### src/rtl/race_start_gate_pkg.sv
// race_pkg: shared types and constants for the race start gate.
//   race_state_t    : gate FSM states.
//   GREEN..YELLOW   : bit index of each player in the 4-bit player vectors.
//   COUNTDOWN_START : first digit shown by the start lights.
//   max3()          : used to size the shared timer from the tick parameters.
package race_pkg;

   typedef enum logic [2:0] {
      IDLE      = 3'd0,
      ARM       = 3'd1,
      COUNTDOWN = 3'd2,
      RACE      = 3'd3,
      FINISHED  = 3'd4
   } race_state_t;

   localparam int NUM_PLAYERS = 4;
   localparam int GREEN       = 0;
   localparam int RED         = 1;
   localparam int BLUE        = 2;
   localparam int YELLOW      = 3;

   localparam logic [1:0] COUNTDOWN_START = 2'd3;

   function automatic int max3(input int a, input int b, input int c);
      int m;
      m = (a > b) ? a : b;
      return (m > c) ? m : c;
   endfunction

endpackage

### src/rtl/race_start_gate_if.sv
// race_start_gate_if: groups the button, finish and core-facing signals.
//   slave  : seen by race_start_gate (buttons/finish in, pulses/status out).
//   master : seen by whatever drives the buttons and consumes the outputs.
interface race_start_gate_if;
   import race_pkg::*;

   logic                   btn_green;
   logic                   btn_red;
   logic                   btn_blue;
   logic                   btn_yellow;
   logic                   finish;
   logic                   step_green;
   logic                   step_red;
   logic                   step_blue;
   logic                   step_yellow;
   logic                   game_clear;
   logic [1:0]             countdown;
   logic                   race_active;
   logic [NUM_PLAYERS-1:0] false_start;

   modport slave (
      input  btn_green, btn_red, btn_blue, btn_yellow, finish,
      output step_green, step_red, step_blue, step_yellow,
             game_clear, countdown, race_active, false_start
   );

   modport master (
      output btn_green, btn_red, btn_blue, btn_yellow, finish,
      input  step_green, step_red, step_blue, step_yellow,
             game_clear, countdown, race_active, false_start
   );

endinterface

### src/rtl/race_start_gate_press_edge_detect.sv
// press_edge_detect: rising-edge detector on the debounced button levels.
//   clk, rst_n : clock and synchronous active-low reset.
//   btn        : debounced levels {yellow,blue,red,green}, 1 = pressed.
//   press      : high for the one cycle in which a level is first seen high.
module press_edge_detect
   import race_pkg::*;
(
   input  logic                   clk,
   input  logic                   rst_n,
   input  logic [NUM_PLAYERS-1:0] btn,
   output logic [NUM_PLAYERS-1:0] press
);

   logic [NUM_PLAYERS-1:0] prev_r;

   // Button history; resets to all ones so a button held through reset is not a press.
   always_ff @(posedge clk) begin
      if (!rst_n) begin
         prev_r <= {NUM_PLAYERS{1'b1}};
      end else begin
         prev_r <= btn;
      end
   end

   assign press = btn & ~prev_r;

endmodule

### src/rtl/race_start_gate.sv
// race_start_gate: converts debounced buttons into step pulses and runs the
// 3-2-1 start countdown, false-start penalty and post-finish hold.
//   clk, rst_n : clock and synchronous active-low reset.
//   bus        : race_start_gate_if.slave
//                in : btn_green/red/blue/yellow, finish
//                out: step_green/red/blue/yellow, game_clear, countdown,
//                     race_active, false_start {yellow,blue,red,green}
// All outputs come straight from registers.
module race_start_gate
   import race_pkg::*;
#(
   parameter int TICKS_PER_PHASE = 50000000,
   parameter int PENALTY_TICKS   = 25000000,
   parameter int HOLD_TICKS      = 150000000
) (
   input  logic              clk,
   input  logic              rst_n,
   race_start_gate_if.slave  bus
);

   // One down-counter serves all three phases, so size it for the longest.
   localparam int MAX_TICKS = max3(TICKS_PER_PHASE, PENALTY_TICKS, HOLD_TICKS);
   localparam int TIMER_W   = (MAX_TICKS > 1) ? $clog2(MAX_TICKS) : 1;

   localparam logic [TIMER_W-1:0] TIMER_ZERO   = {TIMER_W{1'b0}};
   localparam logic [TIMER_W-1:0] TIMER_ONE    = {{(TIMER_W-1){1'b0}}, 1'b1};
   localparam logic [TIMER_W-1:0] PHASE_LOAD   = TIMER_W'(TICKS_PER_PHASE - 1);
   localparam logic [TIMER_W-1:0] PENALTY_LOAD = TIMER_W'(PENALTY_TICKS - 1);
   localparam logic [TIMER_W-1:0] HOLD_LOAD    = TIMER_W'(HOLD_TICKS - 1);

   race_state_t            state_r, state_s;
   logic [TIMER_W-1:0]     timer_r, timer_s;
   logic [1:0]             countdown_r, countdown_s;
   logic                   race_active_r, race_active_s;
   logic [NUM_PLAYERS-1:0] false_start_r, false_start_s;
   logic [NUM_PLAYERS-1:0] step_r, step_s;
   logic                   game_clear_r, game_clear_s;
   logic [NUM_PLAYERS-1:0] btn_s;
   logic [NUM_PLAYERS-1:0] press_s;
   logic                   penalty_on_s;

   assign btn_s = {bus.btn_yellow, bus.btn_blue, bus.btn_red, bus.btn_green};

   press_edge_detect u_press (
      .clk   (clk),
      .rst_n (rst_n),
      .btn   (btn_s),
      .press (press_s)
   );

   // In RACE the timer counts the penalty window; it saturates at zero.
   assign penalty_on_s = (timer_r != TIMER_ZERO);

   // Next-state and next-output logic for the gate FSM.
   always_comb begin
      state_s       = state_r;
      timer_s       = timer_r;
      countdown_s   = countdown_r;
      race_active_s = race_active_r;
      false_start_s = false_start_r;
      step_s        = {NUM_PLAYERS{1'b0}};
      game_clear_s  = 1'b0;

      case (state_r)
         IDLE: begin
            if (|press_s) begin
               state_s = ARM;
            end else begin
               state_s = IDLE;
            end
         end

         // Hold off the countdown until every button is released.
         ARM: begin
            if (btn_s == {NUM_PLAYERS{1'b0}}) begin
               state_s       = COUNTDOWN;
               game_clear_s  = 1'b1;
               false_start_s = {NUM_PLAYERS{1'b0}};
               countdown_s   = COUNTDOWN_START;
               timer_s       = PHASE_LOAD;
            end else begin
               state_s = ARM;
            end
         end

         // Presses here only mark false starts; they never move a player.
         COUNTDOWN: begin
            false_start_s = false_start_r | press_s;
            if (timer_r != TIMER_ZERO) begin
               timer_s = timer_r - TIMER_ONE;
            end else if (countdown_r > 2'd1) begin
               countdown_s = countdown_r - 2'd1;
               timer_s     = PHASE_LOAD;
            end else begin
               state_s       = RACE;
               countdown_s   = 2'd0;
               race_active_s = 1'b1;
               timer_s       = PENALTY_LOAD;
            end
         end

         // finish wins over any press sampled in the same cycle.
         RACE: begin
            if (bus.finish) begin
               state_s       = FINISHED;
               race_active_s = 1'b0;
               timer_s       = HOLD_LOAD;
            end else begin
               step_s = press_s & ~(false_start_r & {NUM_PLAYERS{penalty_on_s}});
               if (penalty_on_s) begin
                  timer_s = timer_r - TIMER_ONE;
               end else begin
                  timer_s = TIMER_ZERO;
               end
            end
         end

         FINISHED: begin
            if (timer_r == TIMER_ZERO) begin
               state_s = IDLE;
            end else begin
               timer_s = timer_r - TIMER_ONE;
            end
         end

         default: begin
            state_s = IDLE;
         end
      endcase
   end

   // State, timer and output registers.
   always_ff @(posedge clk) begin
      if (!rst_n) begin
         state_r       <= IDLE;
         timer_r       <= TIMER_ZERO;
         countdown_r   <= 2'd0;
         race_active_r <= 1'b0;
         false_start_r <= {NUM_PLAYERS{1'b0}};
         step_r        <= {NUM_PLAYERS{1'b0}};
         game_clear_r  <= 1'b0;
      end else begin
         state_r       <= state_s;
         timer_r       <= timer_s;
         countdown_r   <= countdown_s;
         race_active_r <= race_active_s;
         false_start_r <= false_start_s;
         step_r        <= step_s;
         game_clear_r  <= game_clear_s;
      end
   end

   assign bus.step_green  = step_r[GREEN];
   assign bus.step_red    = step_r[RED];
   assign bus.step_blue   = step_r[BLUE];
   assign bus.step_yellow = step_r[YELLOW];
   assign bus.game_clear  = game_clear_r;
   assign bus.countdown   = countdown_r;
   assign bus.race_active = race_active_r;
   assign bus.false_start = false_start_r;

endmodule

### src/flat_wrapper.sv
// flat-port wrapper written by rule: the top's interface ports become plain ports
module race_start_gate_flat import race_pkg::*;
#(
   parameter int TICKS_PER_PHASE = 50000000,
   parameter int PENALTY_TICKS   = 25000000,
   parameter int HOLD_TICKS      = 150000000
)
  (clk, rst_n, bus_btn_green, bus_btn_red, bus_btn_blue, bus_btn_yellow, bus_finish, bus_step_green, bus_step_red, bus_step_blue, bus_step_yellow, bus_game_clear, bus_countdown, bus_race_active, bus_false_start);
  race_start_gate_if bus_i ();
  input  logic clk;
  input  logic rst_n;
  input wire logic [$bits(bus_i.btn_green)-1:0] bus_btn_green;
  input wire logic [$bits(bus_i.btn_red)-1:0] bus_btn_red;
  input wire logic [$bits(bus_i.btn_blue)-1:0] bus_btn_blue;
  input wire logic [$bits(bus_i.btn_yellow)-1:0] bus_btn_yellow;
  input wire logic [$bits(bus_i.finish)-1:0] bus_finish;
  output wire logic [$bits(bus_i.step_green)-1:0] bus_step_green;
  output wire logic [$bits(bus_i.step_red)-1:0] bus_step_red;
  output wire logic [$bits(bus_i.step_blue)-1:0] bus_step_blue;
  output wire logic [$bits(bus_i.step_yellow)-1:0] bus_step_yellow;
  output wire logic [$bits(bus_i.game_clear)-1:0] bus_game_clear;
  output wire logic [$bits(bus_i.countdown)-1:0] bus_countdown;
  output wire logic [$bits(bus_i.race_active)-1:0] bus_race_active;
  output wire logic [$bits(bus_i.false_start)-1:0] bus_false_start;
  assign bus_i.btn_green = bus_btn_green;
  assign bus_i.btn_red = bus_btn_red;
  assign bus_i.btn_blue = bus_btn_blue;
  assign bus_i.btn_yellow = bus_btn_yellow;
  assign bus_i.finish = bus_finish;
  assign bus_step_green = bus_i.step_green;
  assign bus_step_red = bus_i.step_red;
  assign bus_step_blue = bus_i.step_blue;
  assign bus_step_yellow = bus_i.step_yellow;
  assign bus_game_clear = bus_i.game_clear;
  assign bus_countdown = bus_i.countdown;
  assign bus_race_active = bus_i.race_active;
  assign bus_false_start = bus_i.false_start;
  race_start_gate #(.TICKS_PER_PHASE(TICKS_PER_PHASE), .PENALTY_TICKS(PENALTY_TICKS), .HOLD_TICKS(HOLD_TICKS)) u_core (.clk(clk), .rst_n(rst_n), .bus(bus_i));
endmodule
### config.mk
export PLATFORM = sky130hd
export DESIGN_NAME = race_start_gate_flat
export DESIGN_NICKNAME = d
export VERILOG_FILES = /design/src/rtl/race_start_gate_pkg.sv /design/src/rtl/race_start_gate_if.sv /design/src/rtl/race_start_gate_press_edge_detect.sv /design/src/rtl/race_start_gate.sv /design/src/flat_wrapper.sv
export SDC_FILE = /design/constraint.sdc
export NUM_CORES = 1
export LEC_CHECK = 0
export CELL_PAD_IN_SITES_DETAIL_PLACEMENT = 1
export CELL_PAD_IN_SITES_GLOBAL_PLACEMENT = 1
export CORE_UTILIZATION = 47
export DETAILED_ROUTE_END_ITERATION = 6
export DONT_BUFFER_PORTS = 1
export PLACE_DENSITY = 0.77
export SLEW_MARGIN = 10
export SYNTH_ARGS = -nofsm -noshare
export SYNTH_HDL_FRONTEND = slang
export SYNTH_SLANG_ARGS = --single-unit
### constraint.sdc
create_clock -name clk -period 3.3 [get_ports clk]
set_input_delay 0.66 -clock clk [delete_from_list [all_inputs] [get_ports clk]]
set_output_delay 0.66 -clock clk [all_outputs]
set_load 0.01 [all_outputs]
==> qor.csv, run 1 <==
stage,metric,value,unit
outcome,status,completed,
detailed_routing,Pre-antenna DRT Iters,4,
logic_synthesis,largest area contributor in the netlist,dfxtp_1,
sta,final worst slack,481,ps
detailed_routing,DR vias/cell,6.40,
detailed_routing,Wirelength per Cell,20.0,um
final_layout,share of cells above drive strength 1,11.3,%
floorplan,CORE AREA,5240,um2
job,Max Cap Violations,0,
placed_design,Routability Congestion,0.868,
global_routing,aggregate global-route resource usage,29.5,%
floorplan,die footprint,5900,um2
detailed_routing,Post-Route WL,8.16,mm
logic_synthesis,post-synth cell types,56,
sta,Setup TNS,0,ps
final_layout,Finished Layout Cells,407,
logic_synthesis,post-synthesis net count,342,
placed_design,Port Buffer Count,0,
logic_synthesis,Most used DFF post-synth,dfxtp_1,
global_routing,vias in the first global route,2566,
clocking,worst skew pair latency,320,ps
global_routing,first-pass GRT wire length,13.7,mm
final_layout,"commonest non-fill, non-tap cell in the layout",dfxtp_1,
final_layout,storage element area,941,um2
final_layout,Finished Cell Area,2800,um2
setup_path,slowest CP cell,or4_4,
setup_path,CP peak stage delay,650,ps
detailed_routing,DRC,0,
sta,hold_ws,436,ps
sta,Period minus WS final,2820,ps
clocking,clk sink count,47,
sta,Max Slew Vio Count,0,
clocking,Bufs on Longest Clock Path,2,
placed_design,post-DP HPWL,5.96,mm
global_routing,GRT overflow,0,
logic_synthesis,synthesized flop and latch total,47,
setup_path,Crit path max-delay family,simple AND/OR/NAND/NOR gates,
logic_synthesis,Post-synth EDFFs,0,
clocking,post-CTS setup buffer count,0,
sta,slew margin rel.,48.2,%
setup_path,CP endpoint kind,register,
placed_design,Placement Cell Area,2710,um2
clocking,clk slew on worst S/H paths,100,ps
setup_path,CP Launch Point,u_core.timer_r[3]$_SDFFE_PN0P_,
setup_path,worst r2r src,u_core.timer_r[3]$_SDFFE_PN0P_,
final_layout,most frequent cells in the layout,"47 x dfxtp_1, 37 x nor2_1, 34 x a21oi_1",
floorplan,Die Y,76.8,um
setup_path,"Req. time, crit path",3480,ps
sta,Clock Skew,5.28,ps
logic_synthesis,Synth Instances,334,
clocking,Inserted Clock Buffers,5,
power_and_ir_drop,Peak VDD IR,0.220,mV
power_and_ir_drop,Pwr Density,468,nW/um2
sta,fin crit share,85.4,%
setup_path,crit-path cells,"or4_4, or4_4, o31ai_4, o21ai_2, o221ai_1, a21oi_1",
final_layout,Antenna Cells,0,
logic_synthesis,"Cell Area, Synth",2630,um2
logic_synthesis,async set-reset flop share out of synthesis,0,%
floorplan,DIE WIDTH,76.8,um
detailed_routing,Via Count,2606,
sta,Final Setup Violations,0,
hold_path,worst hold path type,in2reg,
sta,Fin. Hold Viols,0,
setup_path,Most common cell on crit path,or4_4,
clocking,hold_buf cts,0,
floorplan,I/O Pins,19,
final_layout,Area Overhead vs Synth,6.62,%
setup_path,"Max FO, Critical Path",17,
logic_synthesis,"Seq/Total Area, Yosys",35.8,%
floorplan,Initial Utilization,50.2,%
clocking,Post-CTS Resized,0,
placed_design,dpl cells,399,
global_routing,largest net degree at the start of global routing,50,
logic_synthesis,YS warnings,0,
detailed_routing,Iteration-0 DRC Markers,197,
sta,Max Clock Freq,355,MHz
sta,RSZ-0062 raised after global routing,no,
logic_synthesis,syn avg cell area,7.87,um2
logic_synthesis,Synth area leaders,"dfxtp_1 36%, a21oi_1 6.5%, nor2_1 5.3%",
final_layout,area of the multi-input gates,1570,um2
setup_path,crit path launch type,register,
logic_synthesis,share of the synthesized area in the top cell type,35.8,%
clocking,H-tree levels,2,
floorplan,cell row count,26,
final_layout,Nets,344,
detailed_routing,post-route ant nets,0,
clocking,CTS root buf,clkbuf_8,
power_and_ir_drop,Leak Pwr,1.06,nW
final_layout,filler cell count,652,
placed_design,Post-Place Setup Slack,493,ps
clocking,CTS tree,done,
hold_path,HP Start,rst_n,
sta,actual slew at the worst max-slew pin,777,ps
setup_path,critical path type,reg2reg,
setup_path,"Data arrival, critical path",3000,ps
global_routing,initial antenna violation count,0,
setup_path,buffers plus inverters on the worst setup path,0,
layout make-up:
| class | count | share of cell area, % |
|---|---|---|
| clock buffer | 5 | 2.46 |
| clock inverter | 3 | 0.848 |
| inverter | 8 | 1.07 |
| multi-input combinational | 263 | 56.0 |
| sequential | 47 | 33.6 |
| tap | 70 | 3.12 |
| timing repair buffer | 11 | 2.95 |
stage by stage:
| step | utilization [%] | total power, W |
|---|---|---|
| final | 53.5 | 0.00131 |
| after detailed placement | 51.7 | 0.000954 |
| after floorplan | - | 0.000859 |
| after global routing | 53.5 | 0.00138 |
| after global placement | 51.7 | 0.000943 |
| after CTS | 53.5 | 0.00132 |
worst paths after layout:
path / end / slack, ps / cells after the start
min reg2reg: u_core.step_r[0]$_SDFF_PP0_ / 440 / 1
max: u_core.timer_r[27]$_SDFFE_PN0P_ / 480 / 6
min: u_core.u_press.prev_r[0]$_SDFF_PN1_ / 440 / 1
max reg2reg: u_core.timer_r[27]$_SDFFE_PN0P_ / 480 / 6
cell families after synthesis:
group           synth area share [%]
simple gates                    30.8
compound gates                  27.7
flops                           35.8
buf+inv                         4.52
xor+xnor                       0.666
fa+ha+maj                      0.476
power breakdown:
group	leakage (nW)	total, W	switching (W)	internal, W
Clock	0.0408	0.000370	0.000218	0.000152
Sequential	0.381	0.000606	0.0000238	0.000582
Combinational	0.639	0.000337	0.000224	0.000114
Total	1.06	0.00131	0.000465	0.000848
metal layers:
metal	GRT usage [%]	vias up	share of wire (%)
met5	0	-	0
met1	40.1	1264	46
li1	-	1258	-
met4	12.9	0	2.6
met3	5.36	16	5.2
met2	45.4	68	46
registers in the layout, indices dropped and copies added (netlist names):
name                    count
u_core.timer_r             28
u_core.state_r              3
u_core.step_r               4
u_core.bus.game_clear       1
u_core.bus.false_start      4
u_core.u_press.prev_r       4
u_core.bus.race_active      1
u_core.bus.countdown        2
cell usage after synthesis, types with 4 or more instances:
cell type and instances:
nor2_1 37, o31ai_1 5, a211oi_1 4, or3_1 8
o21ai_0 20, nand2b_1 8, a31oi_1 6, inv_1 8
nand3_1 18, nand4_1 6, a21oi_1 34, nor4_1 7
nand2_1 31, o221a_2 6, clkbuf_1 10, dfxtp_1 47
nor3_1 17
No activity file was read; power rests on OpenSTA's default activity.
==> run 2: changes to the inputs <==
--- a/config.mk
+++ b/config.mk
@@ -5,9 +5,10 @@
 export SDC_FILE = /design/constraint.sdc
 export NUM_CORES = 1
 export LEC_CHECK = 0
+export ABC_AREA = 1
 export CELL_PAD_IN_SITES_DETAIL_PLACEMENT = 1
 export CELL_PAD_IN_SITES_GLOBAL_PLACEMENT = 1
-export CORE_UTILIZATION = 47
+export CORE_UTILIZATION = 45
 export DETAILED_ROUTE_END_ITERATION = 6
 export DONT_BUFFER_PORTS = 1
 export PLACE_DENSITY = 0.77
==> run 2 against run 1 <==
  * Non-clock buffer count fell by 10
  * Global-route usage fell by 2.7 points
  * Sequential cell count did not move
  * Count of clock-buffer cells in the layout did not move
  * Critical path type unchanged
  * Sequential power rose by 41%
  * Routed wire length fell by 5.8%
  * First-iteration DRC count fell by 52%
  * Combinational power rose to 5.0 times the previous value
==> qor.csv, run 2 <==
stage,metric,value,unit
power_and_ir_drop,Comb power frac,57.8,%
detailed_routing,DRC,0,
logic_synthesis,synthesized flop and latch total,47,
logic_synthesis,YS warnings,0,
detailed_routing,Iteration-0 DRC Markers,94,
final_layout,share of cells above drive strength 1,7.79,%
detailed_routing,DR vias/cell,5.34,
clocking,clk sink count,47,
final_layout,Antenna Cells,0,
final_layout,largest reg by FF count,u_core.timer_r,
power_and_ir_drop,Leak Pwr,1.26,nW
logic_synthesis,Synth top cells by count,"97 x nand2_1, 67 x nor2_1, 47 x dfxtp_1, 47 x inv_1, 34 x a21oi_1",
floorplan,die footprint,6270,um2
placed_design,Routability Congestion,0.879,
detailed_routing,Via Count,2578,
setup_path,crit-path cells,"inv_1, ha_1, nand2_2, nor2_2, and2_4, nand3_2, nand3_2, inv_2, nand2_1, xor2_1, nor2_1",
sta,Clock Skew,6.86,ps
setup_path,slowest CP cell,inv_2,
sta,Fin. Hold Viols,0,
clocking,worst skew pair latency,310,ps
setup_path,"Max FO, Critical Path",21,
sta,slew margin rel.,64.6,%
placed_design,post-DP HPWL,5.94,mm
floorplan,Initial Utilization,47.8,%
detailed_routing,post-route ant nets,0,
final_layout,max reg flops,28,
sta,Final Setup Violations,0,
setup_path,"Req. time, crit path",3510,ps
setup_path,Most common cell on crit path,nand3_2,
sta,fin crit share,67.4,%
logic_synthesis,share of the synthesized area in the top cell type,35.1,%
global_routing,vias in the first global route,2660,
logic_synthesis,Post-synth EDFFs,0,
floorplan,CORE AREA,5610,um2
global_routing,GRT overflow,0,
floorplan,I/O Pins,19,
sta,Setup TNS,0,ps
logic_synthesis,post-synth cell types,32,
sta,final worst slack,1080,ps
logic_synthesis,"Cell Area, Synth",2680,um2
logic_synthesis,Most used DFF post-synth,dfxtp_1,
global_routing,first-pass GRT wire length,12.8,mm
clocking,post-CTS setup buffer count,0,
setup_path,worst r2r src,u_core.timer_r[0]$_SDFFE_PN0P_,
setup_path,crit path launch type,register,
setup_path,CP endpoint kind,register,
global_routing,initial antenna violation count,0,
placed_design,Port Buffer Count,0,
power_and_ir_drop,sw frac,51.4,%
clocking,CTS root buf,clkbuf_8,
final_layout,Area Overhead vs Synth,5.70,%
logic_synthesis,largest area contributor in the netlist,dfxtp_1,
clocking,Post-CTS Resized,0,
setup_path,CP peak stage delay,410,ps
detailed_routing,Post-Route WL,7.68,mm
logic_synthesis,async set-reset flop share out of synthesis,0,%
global_routing,aggregate global-route resource usage,26.8,%
clocking,Inserted Clock Buffers,5,
hold_path,worst hold path type,in2reg,
clocking,CTS tree,done,
job,Max Cap Violations,0,
sta,Max Slew Vio Count,0,
power_and_ir_drop,Peak VDD IR,0.470,mV
sta,Period minus WS final,2220,ps
clocking,H-tree levels,2,
final_layout,most frequent cells in the layout,"97 x nand2_1, 67 x nor2_1, 47 x inv_1, 47 x dfxtp_1, 34 x a21oi_1",
setup_path,CP Launch Point,u_core.timer_r[0]$_SDFFE_PN0P_,
power_and_ir_drop,Pwr Density,1020,nW/um2
sta,RSZ-0062 raised after global routing,no,
power_and_ir_drop,Clock Power Share,12.8,%
power_and_ir_drop,NetSw,0.00149,W
clocking,Bufs on Longest Clock Path,2,
detailed_routing,Pre-antenna DRT Iters,4,
outcome,status,completed,
logic_synthesis,top-count cell post-synth,nand2_1,
clocking,clk slew on worst S/H paths,100,ps
final_layout,filler cell count,763,
power_and_ir_drop,Flop pwr share,29.5,%
logic_synthesis,"Seq/Total Area, Yosys",35.1,%
hold_path,HP Start,rst_n,
setup_path,critical path type,reg2reg,
floorplan,DIE WIDTH,79.2,um
power_and_ir_drop,P_int,0.00141,W
floorplan,cell row count,27,
floorplan,Die Y,79.2,um
logic_synthesis,Synth Instances,409,
logic_synthesis,Synth area leaders,"dfxtp_1 35%, nand2_1 14%, nor2_1 9.4%",
detailed_routing,Wirelength per Cell,15.9,um
final_layout,"commonest non-fill, non-tap cell in the layout",nand2_1,
final_layout,Nets,418,
sta,actual slew at the worst max-slew pin,528,ps
global_routing,largest net degree at the start of global routing,25,
sta,Max Clock Freq,450,MHz
logic_synthesis,syn avg cell area,6.55,um2
logic_synthesis,post-synthesis net count,417,
placed_design,Post-Place Setup Slack,1070,ps
clocking,hold_buf cts,0,
setup_path,"Data arrival, critical path",2430,ps
==> run 2: worst paths after layout <==
| check | endpoint | slack [ps] | cells after the start |
|---|---|---|---|
| max | u_core.timer_r[7]$_SDFFE_PN0P_ | 1080 | 11 |
| min | u_core.u_press.prev_r[0]$_SDFF_PN1_ | 420 | 1 |
| max reg2reg | u_core.timer_r[7]$_SDFFE_PN0P_ | 1080 | 11 |
| min reg2reg | u_core.timer_r[27]$_SDFFE_PN0P_ | 510 | 2 |
==> run 2: layout make-up <==
cell class | instances | area, um2 | area share (%)
Timing Repair Buffer | 1 | 7.51 | 0.265
Clock buffer | 5 | 68.8 | 2.43
Tap cell | 72 | 90.1 | 3.18
Inverter | 51 | 191 | 6.76
Multi-Input combinational cell | 304 | 1510 | 53.3
Sequential cell | 47 | 941 | 33.2
Clock inverter | 3 | 23.8 | 0.839
==> run 2: stage by stage <==
| step | instances | power, W | hold slack [ps] | util (%) | cell area, um2 |
|---|---|---|---|---|---|
| 2_1_floorplan | 409 | 0.00215 | 454 | - | 2680 |
| 3_3_place_gp | 475 | 0.00247 | 481 | 48.9 | 2740 |
| 5_1_grt | 483 | 0.00317 | 414 | 50.5 | 2830 |
| 4_1_cts | 483 | 0.00291 | 411 | 50.5 | 2830 |
| 3_5_place_dp | 475 | 0.00253 | 493 | 48.9 | 2740 |
| 6_report | 483 | 0.00290 | 420 | 50.5 | 2830 |
==> run 2: critical path, delay by kind of cell, from the launching register on <==
kind	cells	cell delay, ps
simple gates	7	890
buf+inv	2	470
flops	1	360
fa+ha+maj	1	240
xor+xnor	1	160
==> run 2: logic make-up (layout without fill, tap and decap cells) <==
group	count (synthesis)	count (layout)	share of synthesized area (%)
simple gates	219	219	36.7
compound gates	64	64	12.6
buf+inv	58	60	8.54
flops	47	47	35.1
xor+xnor	20	20	6.54
fa+ha+maj	1	1	0.467
==> run 2: metal layers <==
metal / up-vias / wire, um / part of all wire [%] / global-route usage (%)
li1: 1296 / - / - / -
met1: 1224 / 3380 / 44 / 30.5
met2: 46 / 3920 / 51 / 49.7
met3: 12 / 230 / 3.0 / 4.60
met4: 0 / 153 / 2.0 / 9.45
met5: - / 0 / 0 / 0
==> run 2: power groups by stage <==
stage / combinational [W] / sequential, W / clock [W]
final: 0.00167 / 0.000854 / 0.000370
after global placement: 0.00161 / 0.000860 / 0
after floorplan: 0.00134 / 0.000813 / 0
after CTS: 0.00168 / 0.000853 / 0.000380
after global routing: 0.00190 / 0.000867 / 0.000404
after detailed placement: 0.00167 / 0.000862 / 0
